<file path="src/rtl/rob_buffer.sv">
`default_nettype none
// +----------------------------------------------------------------------------+
// | Module   : rob_buffer                                                      |
// | Purpose  : Dual-dispatch reorder buffer. Allocates up to two entries per   |
// |            cycle, marks them complete from two writeback ports and         |
// |            retires in program order. An excepting head entry flushes the   |
// |            whole buffer.                                                   |
// | Config   : ROB_DUAL_COMMIT_EN - when defined, up to two retirements per    |
// |            cycle; otherwise one, with commit2_* driven to zero.            |
// | Ports    : clk, resetn (async, active low), flush                          |
// |            map_to_rob_bus1/2       - dispatch slots (valid: state!=Invalid)|
// |            rob_tail_o              - next allocation index                 |
// |            rob_ready / rob_empty   - >=2 free entries / no entries         |
// |            wb1/wb2_valid, _rob_num, _exception - completion ports          |
// |            commit1/2_valid, _entry - in-order retirement                   |
// |            commit_exception_valid, commit_exception - slot-1 exception     |
// | Revision : 1.0 - initial release                                           |
// +----------------------------------------------------------------------------+

package rob_pkg;
  typedef enum logic [1:0] {
    Inst_Invalid  = 2'd0,
    Inst_Wait     = 2'd1,
    Inst_Complete = 2'd2
  } inst_state_t;

  typedef struct packed {
    logic       ex;
    logic [4:0] code;
  } exception_t;

  typedef struct packed {
    inst_state_t state;
    logic [31:0] pc;
    logic [4:0]  dest;
    logic [5:0]  phy_dest;
    logic [5:0]  old_dest;
    logic        rf_we;
    logic        is_store_op;
    exception_t  exception;
  } rob_entry_t;
endpackage

module rob_buffer
  import rob_pkg::*;
#(
  parameter int ROB_DEPTH = 16,
  parameter int IDX_W     = $clog2(ROB_DEPTH)
) (
  input  logic             clk,
  input  logic             resetn,
  input  logic             flush,
  input  rob_entry_t       map_to_rob_bus1,
  input  rob_entry_t       map_to_rob_bus2,
  output logic [IDX_W-1:0] rob_tail_o,
  output logic             rob_ready,
  output logic             rob_empty,
  input  logic             wb1_valid,
  input  logic [IDX_W-1:0] wb1_rob_num,
  input  exception_t       wb1_exception,
  input  logic             wb2_valid,
  input  logic [IDX_W-1:0] wb2_rob_num,
  input  exception_t       wb2_exception,
  output logic             commit1_valid,
  output logic             commit2_valid,
  output rob_entry_t       commit1_entry,
  output rob_entry_t       commit2_entry,
  output logic             commit_exception_valid,
  output exception_t       commit_exception
);

  localparam logic [IDX_W:0]   c_ready_max = (IDX_W+1)'(ROB_DEPTH - 2);
  localparam logic [IDX_W-1:0] c_idx_one   = IDX_W'(1);

  rob_entry_t       r_entries [ROB_DEPTH];
  logic [IDX_W-1:0] r_head;
  logic [IDX_W-1:0] r_tail;
  logic [IDX_W:0]   r_count;

  rob_entry_t       w_head_entry;
  logic [IDX_W-1:0] w_head_plus1;
  logic [IDX_W-1:0] w_tail_plus1;
  logic             w_alloc1;
  logic             w_alloc2;
  logic             w_commit1;
  logic             w_commit2;
  logic             w_exc;
  logic             w_flush_all;
  logic [IDX_W:0]   w_alloc_n;
  logic [IDX_W:0]   w_commit_n;

  assign w_head_entry = r_entries[r_head];
  assign w_head_plus1 = r_head + c_idx_one;
  assign w_tail_plus1 = r_tail + c_idx_one;

  assign rob_tail_o = r_tail;
  assign rob_ready  = (r_count <= c_ready_max);
  assign rob_empty  = (r_count == '0);

  // Slot 2 is only honoured alongside slot 1, and nothing is taken while
  // the buffer lacks two spare entries.
  assign w_alloc1  = rob_ready && (map_to_rob_bus1.state != Inst_Invalid);
  assign w_alloc2  = w_alloc1  && (map_to_rob_bus2.state != Inst_Invalid);
  assign w_alloc_n = (IDX_W+1)'(w_alloc1) + (IDX_W+1)'(w_alloc2);

  // Free entries are always Inst_Invalid, so the head state alone decides
  // retirement without consulting the count.
  assign w_commit1 = (w_head_entry.state == Inst_Complete);

`ifdef ROB_DUAL_COMMIT_EN
  rob_entry_t w_next_entry;
  assign w_next_entry = r_entries[w_head_plus1];
  assign w_commit2 = w_commit1 && !w_head_entry.exception.ex &&
                     (w_next_entry.state == Inst_Complete) &&
                     !w_next_entry.exception.ex &&
                     !(w_head_entry.is_store_op && w_next_entry.is_store_op);
  assign commit2_entry = w_commit2 ? w_next_entry : '0;
`else
  assign w_commit2     = 1'b0;
  assign commit2_entry = '0;
`endif

  assign w_commit_n = (IDX_W+1)'(w_commit1) + (IDX_W+1)'(w_commit2);

  assign commit1_valid          = w_commit1;
  assign commit2_valid          = w_commit2;
  assign commit1_entry          = w_commit1 ? w_head_entry : '0;
  assign w_exc                  = w_commit1 && w_head_entry.exception.ex;
  assign commit_exception_valid = w_exc;
  assign commit_exception       = w_commit1 ? w_head_entry.exception : '0;

  assign w_flush_all = flush || w_exc;

  always_ff @(posedge clk or negedge resetn) begin
    if (!resetn) begin
      for (int i = 0; i < ROB_DEPTH; i++) r_entries[i] <= '0;
      r_head  <= '0;
      r_tail  <= '0;
      r_count <= '0;
    end else if (w_flush_all) begin
      // Allocation and writeback arriving in the flush cycle are discarded.
      for (int i = 0; i < ROB_DEPTH; i++) r_entries[i] <= '0;
      r_head  <= '0;
      r_tail  <= '0;
      r_count <= '0;
    end else begin
      if (w_commit1) r_entries[r_head].state       <= Inst_Invalid;
      if (w_commit2) r_entries[w_head_plus1].state <= Inst_Invalid;

      // Retiring entries are Complete and allocation targets are Invalid,
      // so a Wait-state writeback never collides with either.
      if (wb1_valid && (r_entries[wb1_rob_num].state == Inst_Wait)) begin
        r_entries[wb1_rob_num].state <= Inst_Complete;
        if (wb1_exception.ex)
          r_entries[wb1_rob_num].exception <= r_entries[wb1_rob_num].exception | wb1_exception;
      end
      if (wb2_valid && (r_entries[wb2_rob_num].state == Inst_Wait)) begin
        r_entries[wb2_rob_num].state <= Inst_Complete;
        if (wb2_exception.ex)
          r_entries[wb2_rob_num].exception <= r_entries[wb2_rob_num].exception | wb2_exception;
      end

      if (w_alloc1) r_entries[r_tail]       <= map_to_rob_bus1;
      if (w_alloc2) r_entries[w_tail_plus1] <= map_to_rob_bus2;

      r_head  <= r_head + w_commit_n[IDX_W-1:0];
      r_tail  <= r_tail + w_alloc_n[IDX_W-1:0];
      r_count <= r_count + w_alloc_n - w_commit_n;
    end
  end

endmodule
`default_nettype wire

</file>
<file path="config.mk">
export PLATFORM = sky130hd
export DESIGN_NAME = rob_buffer
export DESIGN_NICKNAME = d
export VERILOG_FILES = /design/src/rtl/rob_buffer.sv
export SDC_FILE = /design/constraint.sdc
export NUM_CORES = 2
export LEC_CHECK = 0
export BUFFER_PORTS_ARGS = -buffer_cell sky130_fd_sc_hd__buf_2
export CAP_MARGIN = 20
export CELL_PAD_IN_SITES_DETAIL_PLACEMENT = 0
export CELL_PAD_IN_SITES_GLOBAL_PLACEMENT = 1
export CORE_MARGIN = 3
export CORE_UTILIZATION = 25
export CTS_CLUSTER_SIZE = 20
export DETAILED_ROUTE_END_ITERATION = 10
export PLACE_DENSITY_LB_ADDON = 0.1
export SLEW_MARGIN = 20
export SYNTH_ARGS = -nofsm -noshare
export SYNTH_HDL_FRONTEND = slang
export SYNTH_SLANG_ARGS = --single-unit
</file>
<file path="constraint.sdc">
create_clock -name clk -period 9.5 [get_ports clk]
set_input_delay 2.85 -clock clk [delete_from_list [all_inputs] [get_ports clk]]
set_output_delay 2.85 -clock clk [all_outputs]
set_load 0.01 [all_outputs]
</file>
==> impl_metrics.json <==
{
  "tightest_slew_ns": 1.21,
  "gp_congestion": 0.870,
  "busiest_layer": "met2",
  "grt_overall_usage_pct": 26.0,
  "critical_path.cell_chain": "buf_4 > buf_4 > mux4_2 > mux4_2 > and2_1 > buf_2",
  "vias_in_the_first_global_route": 54000,
  "run_status": "complete, no violations",
  "cts.sink_count": 957,
  "ctsLongestPathBuffers": 3,
  "worst_ep_arrival_time_ns": 4.81,
  "rrSetupSlack_ns": 4.66,
  "finalHoldViolCount": 0,
  "routed_wl_mm": 330,
  "sequential_element_share_of_the_synthesized_area_pct": 39.5,
  "floorplan.initialDensity_pct": 25.2,
  "ys.warnings.count": 0,
  "cp-start-kind": "flop",
  "rsz_0062_raised_after_global_routing": "false",
  "drtAntennaViolNets": 0,
  "fp.dieW_um": 498,
  "final_cell_mix": "nand2_1 (1,701), dfrtp_1 (953), nor2_1 (855), a311oi_1 (698), mux4_2 (322)",
  "clkSlewWorstSetupHoldPaths_ns": 0.06,
  "period_minus_slack_ns": 7.66,
  "buffers_inserted_during_post_cts_setup_optimization": 0,
  "drv_slew": 0,
  "dr.pass1.iters": 6,
  "regToRegStartpoint": "r_head[0]$_DFF_PN0_",
  "crit_required_ns": 6.65,
  "post_route_cells_drive_above_1_share_pct": 20.1,
  "reg2reg_depth": 8,
  "post-layout-total-power_w": 0.0146,
  "gate_count_of_the_mapped_netlist": 6512,
  "antenna_found_initial": 60,
  "whs_endpoint": "r_entries[728]$_DFF_PN0_",
  "async_flop_share_pct": 100,
  "critPathCaptureType": "output port",
  "worstHoldStart": "r_entries[728]$_DFF_PN0_",
  "grt_util_met2_pct": 41.3,
  "report.final.setup_viol": 0,
  "finalCoreUtilization_pct": 28.2,
  "areaGrowthSynthToFinish_pct": 12.1,
  "grt.met1_usage_pct": 36.1,
  "number_of_clock_buffers_inserted_by_tritoncts": 137,
  "remaining_drc_errors": 0,
  "buffer_ports.inserted": 214,
  "power.leakage_nw": 25.5,
  "synth_largest_area_cell": "dfrtp_1",
  "cts_tree": "done",
  "critPathSlowestCell": "dfrtp_4",
  "synth_ff_type": "dfrtp_1",
  "period_share_pct": 80.7,
  "synthesis.area_per_instance_um2": 9.31,
  "cts-htree-levels": 4,
  "chip_height_um": 498,
  "finalNetCount": 6293,
  "max_transition_margin_pct": 19.1,
  "grt_met3_use_pct": 4.61,
  "rows": 180,
  "synthDistinctLibCells": 105,
  "routed-via-count": 54800,
  "synth_top_area_share_pct": 39.5,
  "cpPeakStageDelay_ns": 0.90,
  "dp.final_hpwl_mm": 181,
  "worst_min_path_class": "reg2reg",
  "grt_first_pass_wirelength_mm": 464,
  "ioPinCount": 276,
  "fin_worst_skew_ns": 0.0289,
  "drt-initial-drc-count": 6013,
  "power_per_cell_area_nw_per_um2": 214,
  "drt-vias-per-instance": 5.80,
  "core_area_um2": 241000,
  "number_of_flops_mapped_to_enable_cells_by_yosys": 0,
  "cts_hold_repair.buffers": 0,
  "max-vdd-ir-drop_uv": 203,
  "ys_seq_elements": 957,
  "max_clk_rate_ghz": 0.130,
  "post_synth_main_area_contributors": "dfrtp_1 (40%), mux4_2 (12%), nand2_1 (11%)",
  "totalNegativeSetupSlack_ns": 0,
  "global_route.overflow_total": 0,
  "maximum_number_of_pins_on_one_net_before_global_route_repair": 169,
  "cap_violations": 0,
  "clk-insertion-delay-late_ns": 0.81,
  "worst-setup-path-type": "reg2out",
  "critical_path.reg2reg.endpoint": "r_entries[696]$_DFF_PN0_",
  "wl_per_cell_um": 35.0,
  "final_common_cell": "nand2_1",
  "design.die.area_um2": 248000,
  "synth_area_um2": 60600,
  "cts_root_buffer": "clkbuf_16",
  "worstHoldPathCells": 2,
  "cts_repair_resize_count": 0,
  "peak_fanout_along_the_critical_path": 56
}
## state kept, by name, summed over array words and instances, names as in the netlist
register / flops
r_head: 4
r_entries: 944
r_count: 5
rob_tail_o: 4
## cells in the mapped netlist (14+ instances only)
cell type  instances
nor2b_1           14
o22ai_1           19
nor2_1           870
nor3_1            47
mux4_2           322
clkbuf_1         521
buf_1            110
a221oi_1          19
a311oi_1         698
a211oi_1          25
a21oi_1           64
o32ai_1           44
mux2i_1           94
inv_1             23
a311oi_2         160
buf_2            183
nand2b_1          17
buf_4             86
mux2_2            19
dfrtp_1          957
and2_1            67
o221a_2           70
nand3_1           18
buf_6             28
o21ai_0           35
nand2_1         1731
## worst max path at each step
stage,endpoint,startpoint
final,commit1_entry[39],r_head[1]$_DFF_PN0_
after global routing,commit1_entry[8],r_head[0]$_DFF_PN0_
after CTS,commit1_entry[11],r_head[1]$_DFF_PN0_
after detailed placement,r_entries[861]$_DFF_PN0_,map_to_rob_bus2[58]
after global placement,r_entries[857]$_DFF_PN0_,map_to_rob_bus2[58]
after floorplan,commit_exception[0],r_head[1]$_DFF_PN0_
## critical path, delay by kind of cell (launching register included)
kind	cells	cell delay [ns]
buf+inv	3	1.63
flops	1	0.90
mux	2	1.03
simple gates	1	0.22
## area by class of cell
| cell class | count | area, µm² |
|---|---|---|
| timing repair buffer | 353 | 2490 |
| fill | 25000 | 173000 |
| inverter | 26 | 100 |
| multi-input combinational | 4660 | 33000 |
| antenna | 21 | 52.6 |
| tap | 3185 | 3990 |
| clock inverter | 32 | 310 |
| clock buffer | 208 | 4060 |
| sequential | 957 | 24000 |
## report_power, final
group          switching (W)  internal, W
combinational        0.00305      0.00139
sequential          0.000375      0.00452
clock                0.00217      0.00305
## routing by layer
metal,vias to the layer above,wire length (µm)
li1,22900,-
met1,29100,146000
met2,2342,153000
met3,436,21900
met4,22,9120
met5,-,133
## kinds of logic (layout without fill, tap and decap cells)
group,after synthesis,after routing,synth area share [%]
AOI/OAI and AO/OA,1317,1317,20.5
xor gates and xnor gates,7,7,0.101
adders and majority gates,15,15,0.334
buffers and inverters,955,619,7.17
DFF,957,957,39.5
muxes,437,437,13.9
other,1,82,0.00619
and+or+nand+nor,2823,2823,18.5
## metrics by stage
step                      std cells  instance area, µm²  worst slack (ns)  hold slack (ns)
after global routing           9435               67900              1.71            0.564
after detailed placement       9178               63500              2.67            0.535
after global placement         9178               63400              2.74            0.534
after floorplan                6572               60800              4.12            0.518
after CTS                      9418               67800              1.79            0.548
final                          9442               68000              1.84            0.547
(Power assumes the default switching activity.)
